$ cat src/rtl/cmv300_capture_sequencer_if.sv
// Signal bundle between the capture sequencer and its surroundings
// (SPI master handshake, sensor pins, host pipe FIFO, status).
interface cmv300_capture_sequencer_if;
    logic       init_start;
    logic       cfg_start;
    logic       cfg_done;
    logic       capture_start;
    logic       SYS_RES_N;
    logic       FRAME_REQ;
    logic       Line_valid;
    logic       Data_valid;
    logic [7:0] D;
    logic       pix_valid;
    logic [7:0] pix_data;
    logic       fifo_full;
    logic       ready;
    logic       frame_done;
    logic       overflow;
    logic       timeout;

    modport master (
        input  init_start, cfg_done, capture_start, Line_valid, Data_valid, D, fifo_full,
        output cfg_start, SYS_RES_N, FRAME_REQ, pix_valid, pix_data, ready, frame_done,
               overflow, timeout
    );

    modport slave (
        output init_start, cfg_done, capture_start, Line_valid, Data_valid, D, fifo_full,
        input  cfg_start, SYS_RES_N, FRAME_REQ, pix_valid, pix_data, ready, frame_done,
               overflow, timeout
    );
endinterface

$ cat src/rtl/cmv300_capture_sequencer.sv
// CMV300 sequencer: power-up reset, config handoff, frame request and
// capture of one 8-bit frame into the host pipe FIFO.
module cmv300_capture_sequencer #(
    parameter int unsigned H_PIXELS      = 648,
    parameter int unsigned V_LINES       = 488,
    parameter int unsigned RESET_CYCLES  = 16,
    parameter int unsigned WAKE_CYCLES   = 1000,
    parameter int unsigned FRAME_REQ_CYC = 4,
    parameter int unsigned TIMEOUT_CYC   = 1048576
) (
    input  logic                          FSM_Clk,
    input  logic                          Reset_n,
    cmv300_capture_sequencer_if.master    cam_if
);

    // One shared phase counter serves RST, WAKE, FREQ and WAIT.
    localparam int unsigned M1      = (RESET_CYCLES > WAKE_CYCLES) ? RESET_CYCLES : WAKE_CYCLES;
    localparam int unsigned M2      = (M1 > FRAME_REQ_CYC) ? M1 : FRAME_REQ_CYC;
    localparam int unsigned CNT_MAX = (M2 > TIMEOUT_CYC) ? M2 : TIMEOUT_CYC;
    localparam int unsigned CW      = (CNT_MAX > 1) ? $clog2(CNT_MAX) : 1;
    localparam int unsigned PW      = $clog2(H_PIXELS + 1);
    localparam int unsigned LW      = $clog2(V_LINES + 1);

    typedef enum logic [2:0] {
        S_IDLE, S_RST, S_WAKE, S_CFG, S_READY, S_FREQ, S_WAIT, S_CAP
    } state_t;

    state_t          r_state, w_state_nxt;
    logic [CW-1:0]   r_cnt, w_cnt_nxt;
    logic [PW-1:0]   r_pix_cnt, w_pix_cnt_nxt;
    logic [LW-1:0]   r_line_cnt, w_line_cnt_nxt;
    logic            r_lv_q;
    logic            r_pix_valid, w_pix_valid_nxt;
    logic [7:0]      r_pix_data, w_pix_data_nxt;
    logic            r_cfg_start, w_cfg_start_nxt;
    logic            r_frame_done, w_frame_done_nxt;
    logic            r_overflow, w_overflow_nxt;
    logic            r_timeout, w_timeout_nxt;
    logic            w_capture;
    logic            w_lv_fall;

    assign w_lv_fall = r_lv_q & ~cam_if.Line_valid;

    always_ff @(posedge FSM_Clk or negedge Reset_n) begin
        if (!Reset_n) begin
            r_state      <= S_IDLE;
            r_cnt        <= '0;
            r_pix_cnt    <= '0;
            r_line_cnt   <= '0;
            r_lv_q       <= 1'b0;
            r_pix_valid  <= 1'b0;
            r_pix_data   <= '0;
            r_cfg_start  <= 1'b0;
            r_frame_done <= 1'b0;
            r_overflow   <= 1'b0;
            r_timeout    <= 1'b0;
        end else begin
            r_state      <= w_state_nxt;
            r_cnt        <= w_cnt_nxt;
            r_pix_cnt    <= w_pix_cnt_nxt;
            r_line_cnt   <= w_line_cnt_nxt;
            r_lv_q       <= cam_if.Line_valid;
            r_pix_valid  <= w_pix_valid_nxt;
            r_pix_data   <= w_pix_data_nxt;
            r_cfg_start  <= w_cfg_start_nxt;
            r_frame_done <= w_frame_done_nxt;
            r_overflow   <= w_overflow_nxt;
            r_timeout    <= w_timeout_nxt;
        end
    end

    always_comb begin
        w_state_nxt      = r_state;
        w_cnt_nxt        = r_cnt;
        w_pix_cnt_nxt    = r_pix_cnt;
        w_line_cnt_nxt   = r_line_cnt;
        w_pix_valid_nxt  = 1'b0;
        w_pix_data_nxt   = r_pix_data;
        w_cfg_start_nxt  = 1'b0;
        w_frame_done_nxt = 1'b0;
        w_overflow_nxt   = r_overflow;
        w_timeout_nxt    = r_timeout;
        w_capture        = 1'b0;

        case (r_state)
            S_IDLE: begin
                if (cam_if.init_start) w_state_nxt = S_RST;
            end
            S_RST: begin
                if (r_cnt == CW'(RESET_CYCLES - 1)) w_state_nxt = S_WAKE;
                else                                w_cnt_nxt   = r_cnt + CW'(1);
            end
            S_WAKE: begin
                if (r_cnt == CW'(WAKE_CYCLES - 1)) begin
                    w_state_nxt     = S_CFG;
                    w_cfg_start_nxt = 1'b1;
                end else begin
                    w_cnt_nxt = r_cnt + CW'(1);
                end
            end
            S_CFG: begin
                if (cam_if.cfg_done) w_state_nxt = S_READY;
            end
            S_READY: begin
                if (cam_if.init_start) begin
                    w_state_nxt = S_RST;
                end else if (cam_if.capture_start) begin
                    w_state_nxt    = S_FREQ;
                    w_overflow_nxt = 1'b0;
                    w_timeout_nxt  = 1'b0;
                end
            end
            S_FREQ: begin
                if (r_cnt == CW'(FRAME_REQ_CYC - 1)) begin
                    w_state_nxt    = S_WAIT;
                    w_pix_cnt_nxt  = '0;
                    w_line_cnt_nxt = '0;
                end else begin
                    w_cnt_nxt = r_cnt + CW'(1);
                end
            end
            S_WAIT: begin
                // Data arriving on the final timeout cycle still starts the capture.
                if (cam_if.Data_valid) begin
                    w_state_nxt = S_CAP;
                    w_capture   = 1'b1;
                end else if (r_cnt == CW'(TIMEOUT_CYC - 1)) begin
                    w_state_nxt   = S_READY;
                    w_timeout_nxt = 1'b1;
                end else begin
                    w_cnt_nxt = r_cnt + CW'(1);
                end
            end
            S_CAP: begin
                w_capture = cam_if.Data_valid;
            end
            default: w_state_nxt = S_IDLE;
        endcase

        if (w_capture && (r_pix_cnt < PW'(H_PIXELS))) begin
            w_pix_cnt_nxt = r_pix_cnt + PW'(1);
            if (cam_if.fifo_full) begin
                w_overflow_nxt = 1'b1;
            end else begin
                w_pix_valid_nxt = 1'b1;
                w_pix_data_nxt  = cam_if.D;
            end
        end

        // End of line restarts the pixel count; the last line closes the frame.
        if ((r_state == S_CAP) && w_lv_fall) begin
            w_pix_cnt_nxt  = '0;
            w_line_cnt_nxt = r_line_cnt + LW'(1);
            if (r_line_cnt == LW'(V_LINES - 1)) begin
                w_state_nxt      = S_READY;
                w_frame_done_nxt = 1'b1;
            end
        end

        if (w_state_nxt != r_state) w_cnt_nxt = '0;
    end

    assign cam_if.SYS_RES_N  = (r_state != S_IDLE) && (r_state != S_RST);
    assign cam_if.FRAME_REQ  = (r_state == S_FREQ);
    assign cam_if.ready      = (r_state == S_READY);
    assign cam_if.cfg_start  = r_cfg_start;
    assign cam_if.pix_valid  = r_pix_valid;
    assign cam_if.pix_data   = r_pix_data;
    assign cam_if.frame_done = r_frame_done;
    assign cam_if.overflow   = r_overflow;
    assign cam_if.timeout    = r_timeout;

endmodule

$ cat src/flat_wrapper.sv
// flat-port wrapper written by rule: the top's interface ports become plain ports
module cmv300_capture_sequencer_flat 
#(
    parameter int unsigned H_PIXELS      = 648,
    parameter int unsigned V_LINES       = 488,
    parameter int unsigned RESET_CYCLES  = 16,
    parameter int unsigned WAKE_CYCLES   = 1000,
    parameter int unsigned FRAME_REQ_CYC = 4,
    parameter int unsigned TIMEOUT_CYC   = 1048576
)
  (FSM_Clk, Reset_n, cam_if_init_start, cam_if_cfg_done, cam_if_capture_start, cam_if_Line_valid, cam_if_Data_valid, cam_if_D, cam_if_fifo_full, cam_if_cfg_start, cam_if_SYS_RES_N, cam_if_FRAME_REQ, cam_if_pix_valid, cam_if_pix_data, cam_if_ready, cam_if_frame_done, cam_if_overflow, cam_if_timeout);
  cmv300_capture_sequencer_if cam_if_i ();
  input  logic FSM_Clk;
  input  logic Reset_n;
  input wire logic [$bits(cam_if_i.init_start)-1:0] cam_if_init_start;
  input wire logic [$bits(cam_if_i.cfg_done)-1:0] cam_if_cfg_done;
  input wire logic [$bits(cam_if_i.capture_start)-1:0] cam_if_capture_start;
  input wire logic [$bits(cam_if_i.Line_valid)-1:0] cam_if_Line_valid;
  input wire logic [$bits(cam_if_i.Data_valid)-1:0] cam_if_Data_valid;
  input wire logic [$bits(cam_if_i.D)-1:0] cam_if_D;
  input wire logic [$bits(cam_if_i.fifo_full)-1:0] cam_if_fifo_full;
  output wire logic [$bits(cam_if_i.cfg_start)-1:0] cam_if_cfg_start;
  output wire logic [$bits(cam_if_i.SYS_RES_N)-1:0] cam_if_SYS_RES_N;
  output wire logic [$bits(cam_if_i.FRAME_REQ)-1:0] cam_if_FRAME_REQ;
  output wire logic [$bits(cam_if_i.pix_valid)-1:0] cam_if_pix_valid;
  output wire logic [$bits(cam_if_i.pix_data)-1:0] cam_if_pix_data;
  output wire logic [$bits(cam_if_i.ready)-1:0] cam_if_ready;
  output wire logic [$bits(cam_if_i.frame_done)-1:0] cam_if_frame_done;
  output wire logic [$bits(cam_if_i.overflow)-1:0] cam_if_overflow;
  output wire logic [$bits(cam_if_i.timeout)-1:0] cam_if_timeout;
  assign cam_if_i.init_start = cam_if_init_start;
  assign cam_if_i.cfg_done = cam_if_cfg_done;
  assign cam_if_i.capture_start = cam_if_capture_start;
  assign cam_if_i.Line_valid = cam_if_Line_valid;
  assign cam_if_i.Data_valid = cam_if_Data_valid;
  assign cam_if_i.D = cam_if_D;
  assign cam_if_i.fifo_full = cam_if_fifo_full;
  assign cam_if_cfg_start = cam_if_i.cfg_start;
  assign cam_if_SYS_RES_N = cam_if_i.SYS_RES_N;
  assign cam_if_FRAME_REQ = cam_if_i.FRAME_REQ;
  assign cam_if_pix_valid = cam_if_i.pix_valid;
  assign cam_if_pix_data = cam_if_i.pix_data;
  assign cam_if_ready = cam_if_i.ready;
  assign cam_if_frame_done = cam_if_i.frame_done;
  assign cam_if_overflow = cam_if_i.overflow;
  assign cam_if_timeout = cam_if_i.timeout;
  cmv300_capture_sequencer #(.H_PIXELS(H_PIXELS), .V_LINES(V_LINES), .RESET_CYCLES(RESET_CYCLES), .WAKE_CYCLES(WAKE_CYCLES), .FRAME_REQ_CYC(FRAME_REQ_CYC), .TIMEOUT_CYC(TIMEOUT_CYC)) u_core (.FSM_Clk(FSM_Clk), .Reset_n(Reset_n), .cam_if(cam_if_i));
endmodule
$ cat config.mk
export PLATFORM = sky130hd
export DESIGN_NAME = cmv300_capture_sequencer_flat
export DESIGN_NICKNAME = d
export VERILOG_FILES = /design/src/rtl/cmv300_capture_sequencer_if.sv /design/src/rtl/cmv300_capture_sequencer.sv /design/src/flat_wrapper.sv
export SDC_FILE = /design/constraint.sdc
export NUM_CORES = 1
export LEC_CHECK = 0
export ABC_AREA = 1
export CAP_MARGIN = 20
export CORE_ASPECT_RATIO = 2
export CORE_MARGIN = 2
export CORE_UTILIZATION = 25
export CTS_CLUSTER_DIAMETER = 40
export DETAILED_ROUTE_END_ITERATION = 10
export DONT_BUFFER_PORTS = 1
export PLACE_DENSITY_LB_ADDON = 0.05
export SYNTH_ARGS = -nofsm -noshare
export SYNTH_HDL_FRONTEND = slang
export SYNTH_SLANG_ARGS = --single-unit
$ cat constraint.sdc
create_clock -name FSM_Clk -period 2.45 [get_ports FSM_Clk]
set_input_delay 0.245 -clock FSM_Clk [delete_from_list [all_inputs] [get_ports FSM_Clk]]
set_output_delay 0.245 -clock FSM_Clk [all_outputs]
set_load 0.01 [all_outputs]
### Word level (Yosys, flattened, before mapping)

Cells that the tools add are included.

* register bits after elaboration: 56
* output and inout port bits: 16
* word-level logic and storage cells: 101

* add/subtract/negate cells: 3
* order comparisons: 1
* equal/unequal tests: 23
* muxes and demuxes: 44
* bitwise logic cells: 3
* reduce and logical (&&, ||, !) cells: 16

Operators by type and width (count)
* 2-to-1 mux 20 bit: 6
* one-hot mux 20 bit (4 select lines): 1
* 2-to-1 mux 10 bit: 4
* 2-to-1 mux 3 bit: 11
* 2-to-1 mux 9 bit: 3
* one-hot mux 3 bit (7 select lines): 1
* adder 20 x 1 -> 20 bit, second input constant: 1
* equality test 20 x 10 -> 1 bit, second input constant: 1
* equality test 20 x 2 -> 1 bit, second input constant: 1
* equality test 20 bit, second input constant: 1
* equality test 20 x 4 -> 1 bit, second input constant: 1
* 2-to-1 mux 1 bit: 16
* equality test 3 bit, second input constant: 4
* != test 3 bit, second input constant: 4
* adder 10 x 1 -> 10 bit, second input constant: 1
* less-than comparator 10 bit, second input constant: 1
* adder 9 x 1 -> 9 bit, second input constant: 1
* equality test 9 bit, second input constant: 1
* nonzero test 3 bit: 3
* equality test 3 x 2 -> 1 bit, second input constant: 2
* != test 2 bit, second input constant: 3
* AND reduction 2 bit: 3
* AND reduction 6 bit: 1
* nonzero test 2 bit: 3
* other kinds (12): 16

### Depth between registers and ports, before layout

* depth after elaboration: 9
* mapped depth: 14
* mapped depth without buffers: 13

### Least setup slack after synthesis

Ideal clock, no wire load.

* path kind: reg-to-reg
* start point: register u_core.r_cnt[0]
* end point: register u_core.r_cnt[18]
* setup time: 0.118 ns
* arrival time: 1.707 ns
* required time: 2.332 ns
* slack: 0.625 ns
* cell stages (with the launch flop): 13
* buffers on the path: 1
* cells stage by stage: dfrtp_1 ha_1 nand2_1 nor2_4 nand2_1 nor2_1 nand3b_1 nand3_1 nor2_2 buf_2 nand2_1 xor2_1 nor2_1

* longest elaborated chain between the ends: 9
* elaborated cells between the ends (all ways): 28

Ends and longest elaborated chain
* from (decl): line cmv300_capture_sequencer.sv:29 `logic [CW-1:0] r_cnt, w_cnt_nxt;`
* from (signal assigned): line cmv300_capture_sequencer.sv:59 `r_cnt <= w_cnt_nxt;`
* equality test 20 bit: line cmv300_capture_sequencer.sv:127 `end else if (r_cnt == CW'(TIMEOUT_CYC - 1)) begin`
* 2-to-1 mux 3 bit: line cmv300_capture_sequencer.sv:127
* 2-to-1 mux 3 bit: line cmv300_capture_sequencer.sv:124 `if (cam_if.Data_valid) begin`
* one-hot mux 3 bit (7 select lines): line cmv300_capture_sequencer.sv:85 `case (r_state)`
* 2-to-1 mux 3 bit: line cmv300_capture_sequencer.sv:154 `if (r_line_cnt == LW'(V_LINES - 1)) begin`
* 2-to-1 mux 3 bit: line cmv300_capture_sequencer.sv:151 `if ((r_state == S_CAP) && w_lv_fall) begin`
* != test 3 bit: line cmv300_capture_sequencer.sv:160 `if (w_state_nxt != r_state) w_cnt_nxt = '0;`
* != test 3 bit (no line) (tied with other cells)
* AND reduction 6 bit (no line)

Several ways; a longest one is shown, not always the timed one. The select of a mux whose other input is x is not followed.
A chain may end at the register's enable or synchronous reset.

### Worst setup path in the final report

* start point: register u_core.r_cnt[0]
* end point: register u_core.r_cnt[3]

The elaborated chain is that of the path after synthesis.

==> impl_metrics.json <==
{
  "root_buffer": "clkbuf_16",
  "tritoncts": "yes",
  "gr-total-overflow": 0,
  "grt_max_degree": 57,
  "crit_fanout": 11,
  "clk_latency_ps": 300,
  "maxCapViolCount": 0,
  "yosysTopAreaCellShare_pct": 46.1,
  "finalCritPeriodShare_pct": 92.2,
  "clockBufferDepth": 2,
  "use_met3_pct": 3.45,
  "start_util_pct": 25.4,
  "critPathLaunchType": "flop",
  "drt_iter0_markers": 111,
  "placedCellCount": 523,
  "period_needed_ps": 2260,
  "ys_seq_elements": 56,
  "synth_edf_count": 0,
  "dp_slack_ps": -62.3,
  "synth_top_area_cell": "dfrtp_1",
  "arrival_ps": 2440,
  "critPathCaptureType": "flop",
  "r2r_start": "u_core.r_cnt[0]$_DFFE_PN0P_",
  "ff_latch_area_um2": 1400,
  "syn_nets": 391,
  "outcome": "completed",
  "p_per_area_nw_per_um2": 599,
  "path_class": "reg -> reg",
  "crit_path_frequent_cell": "nand2_1",
  "num_vias": 2523,
  "crit_chain": "ha_1, nand2_1, nor2_4, nand2_1, nor2_1, nand3b_1, nand3_1, nor2_2, nand2_1, xor2_1, nor2_1",
  "synth_cells": 372,
  "holdCritStartpoint": "cam_if_fifo_full",
  "io_pins": 32,
  "first_pass_iters": 4,
  "synth_most_common_cell": "nand2_1",
  "core_area_um2": 12000,
  "crit_required_ps": 2630,
  "area_growth_pct": 13.9,
  "row_count": 57,
  "grt_first_pass_wirelength_mm": 13.0,
  "drc": 0,
  "hold_viol": 0,
  "irDropWorstVdd_v": 0.000283,
  "htree_levels": 2,
  "drt_wl_total_mm": 7.70,
  "power_leakage_nw": 1.60,
  "cts_num_sinks": 56,
  "busiest_layer": "met2",
  "fin_cells": 535,
  "final_layout_size_suffix_gt1_share_pct": 10.1,
  "die_area_um2": 13100,
  "final_max_slew_viol_count": 0,
  "grt_pass1_vias": 2641,
  "yosys_warnings": 0,
  "utilization_pct": 28.9,
  "use_met2_pct": 19.7,
  "num_antenna_cells": 0,
  "dp_hpwl_mm": 5.47,
  "fp.dieH_um": 160,
  "finClkSkew_ps": 8.21,
  "ys_async_sr_fraction_pct": 100,
  "fmax_mhz": 442,
  "grt_use_total_pct": 12.7,
  "synthesis.area_um2": 3040,
  "startpoint": "u_core.r_cnt[0]$_DFFE_PN0P_",
  "use_met1_pct": 16.6,
  "postLayoutSetupSlackWorst_ps": 190,
  "ys_seq_area_share_pct": 46.1,
  "synth_flop_cell": "dfrtp_1",
  "multi_input_area_um2": 1460,
  "cp_slowest_stage_delay_ps": 490,
  "gp_congestion": 0.846,
  "ant_nets": 0,
  "die_w_um": 82.0,
  "synth_cell_type_count": 38,
  "nets": 406,
  "synth_area_leaders": "dfrtp_1 46%, nand2_1 9.3%, nor2_1 7.5%",
  "holdCritPathClass": "in -> reg",
  "antenna_found_initial": 0,
  "clkTransAtPathRegs_ps": 80,
  "slew_headroom_pct": 65.1,
  "slowest_stage": "nor2_2",
  "avgSynthCellArea_um2": 8.17,
  "synthTopCellsByCount": "75 x nand2_1, 61 x nor2_1, 56 x dfrtp_1, 44 x inv_1, 27 x nand3_1",
  "fillers": 1340,
  "routedWlPerCell_um": 14.4,
  "finalSetupViolations": 0,
  "rsz0062_at_grt": "false",
  "viasPerCell": 4.72,
  "numCtsBuffers": 5,
  "port-buffer-count": 0,
  "tightest_slew_ps": 523
}
==> timing repair <==
action / CTS / global route
setup endpoints to repair: 6 / 1
hold buffers: 3 / 0
pin swaps: 0 / 1
hold endpoints to repair: 57 / 0
setup buffers: 0 / 0
gates cloned: 0 / 1
gates resized for setup: 1 / 0
==> report_power, final <==
part | internal (mW) | switching (mW) | leakage (nW)
combinational | 0.0999 | 0.114 | 0.800
sequential | 1.02 | 0.0994 | 0.723
clock | 0.384 | 0.361 | 0.0742
total | 1.50 | 0.574 | 1.60
==> cells by family after synthesis <==
kind of cell | count (synthesis) | synth area share [%]
simple gates | 200 | 30.0
flops | 56 | 46.1
buf+inv | 48 | 6.26
compound gates | 38 | 7.90
xor+xnor | 18 | 5.19
mux | 9 | 3.29
fa+ha+maj | 3 | 1.23
==> registers in the layout (all words and copies together) (netlist names) <==
name and cells:
u_core.r_cnt 20, u_core.r_pix_cnt 10, u_core.r_line_cnt 9, u_core.cam_if.pix_data 8, u_core.r_state 3, u_core.cam_if.cfg_start 1
u_core.cam_if.frame_done 1, u_core.cam_if.overflow 1, u_core.cam_if.pix_valid 1, u_core.cam_if.timeout 1, u_core.r_lv_q 1
==> cell type report <==
cell class	instances	area share (%)
Clock buffer	5	3.61
Timing Repair Buffer	10	2.89
Tap cell	147	5.31
Multi-Input combinational cell	269	42.2
Inverter	45	4.88
Sequential cell	56	40.5
Clock inverter	3	0.651
==> cell usage in the layout, fill, tap and decap left out, types with 3 or more instances in the layout <==
cell type	synthesis	routed
xor2_1	16	16
nand2_2	3	3
nand3_1	27	27
nand4_1	9	9
mux2_2	8	8
o21ai_0	11	11
a21oi_1	8	8
o22ai_1	7	7
nor2_2	4	4
clkbuf_16	0	5
inv_1	44	44
nand2_1	75	75
buf_4	0	7
dfrtp_1	56	56
nor2_1	61	61
ha_1	3	3
nor3_1	8	8
==> routing by layer <==
metal,share of wire [%],wire (um)
met5,0,0
met4,1.7,127
met1,45,3500
met3,5.6,434
met2,47,3630
==> metrics by stage <==
step | power (mW) | hold WS (ps) | instance area (um2) | setup TNS, ps
floorplan | 1.27 | -50.6 | 3040 | 0
global placement | 1.32 | -48.9 | 3260 | 0
detailed placement | 1.32 | -49.0 | 3260 | -165
CTS | 2.12 | 68.9 | 3460 | 0
global route | 2.19 | 80.3 | 3460 | 0
finish | 2.07 | 78.0 | 3460 | 0
==> critical path, delay by kind of cell (launching register included) <==
kind | cells | cell delay, ps
adder cells (fa/ha/maj) | 1 | 250
XOR/XNOR | 1 | 170
flip-flops | 1 | 410
AND/OR/NAND/NOR | 9 | 1310
==> final timing paths <==
check / end / slack (ps) / cells after the start
max: u_core.r_cnt[3]$_DFFE_PN0P_ / 190 / 11
min: u_core.cam_if.pix_valid$_DFF_PN0_ / 80 / 1
max reg2reg: u_core.r_cnt[3]$_DFFE_PN0P_ / 190 / 11
min reg2reg: u_core.r_line_cnt[8]$_DFFE_PN0P_ / 510 / 1
max in group asynchronous: u_core.r_cnt[13]$_DFFE_PN0P_ / 1730 / 2
min in group asynchronous: u_core.r_line_cnt[1]$_DFFE_PN0P_ / 450 / 2
Power figures use the tool's default switching activity.
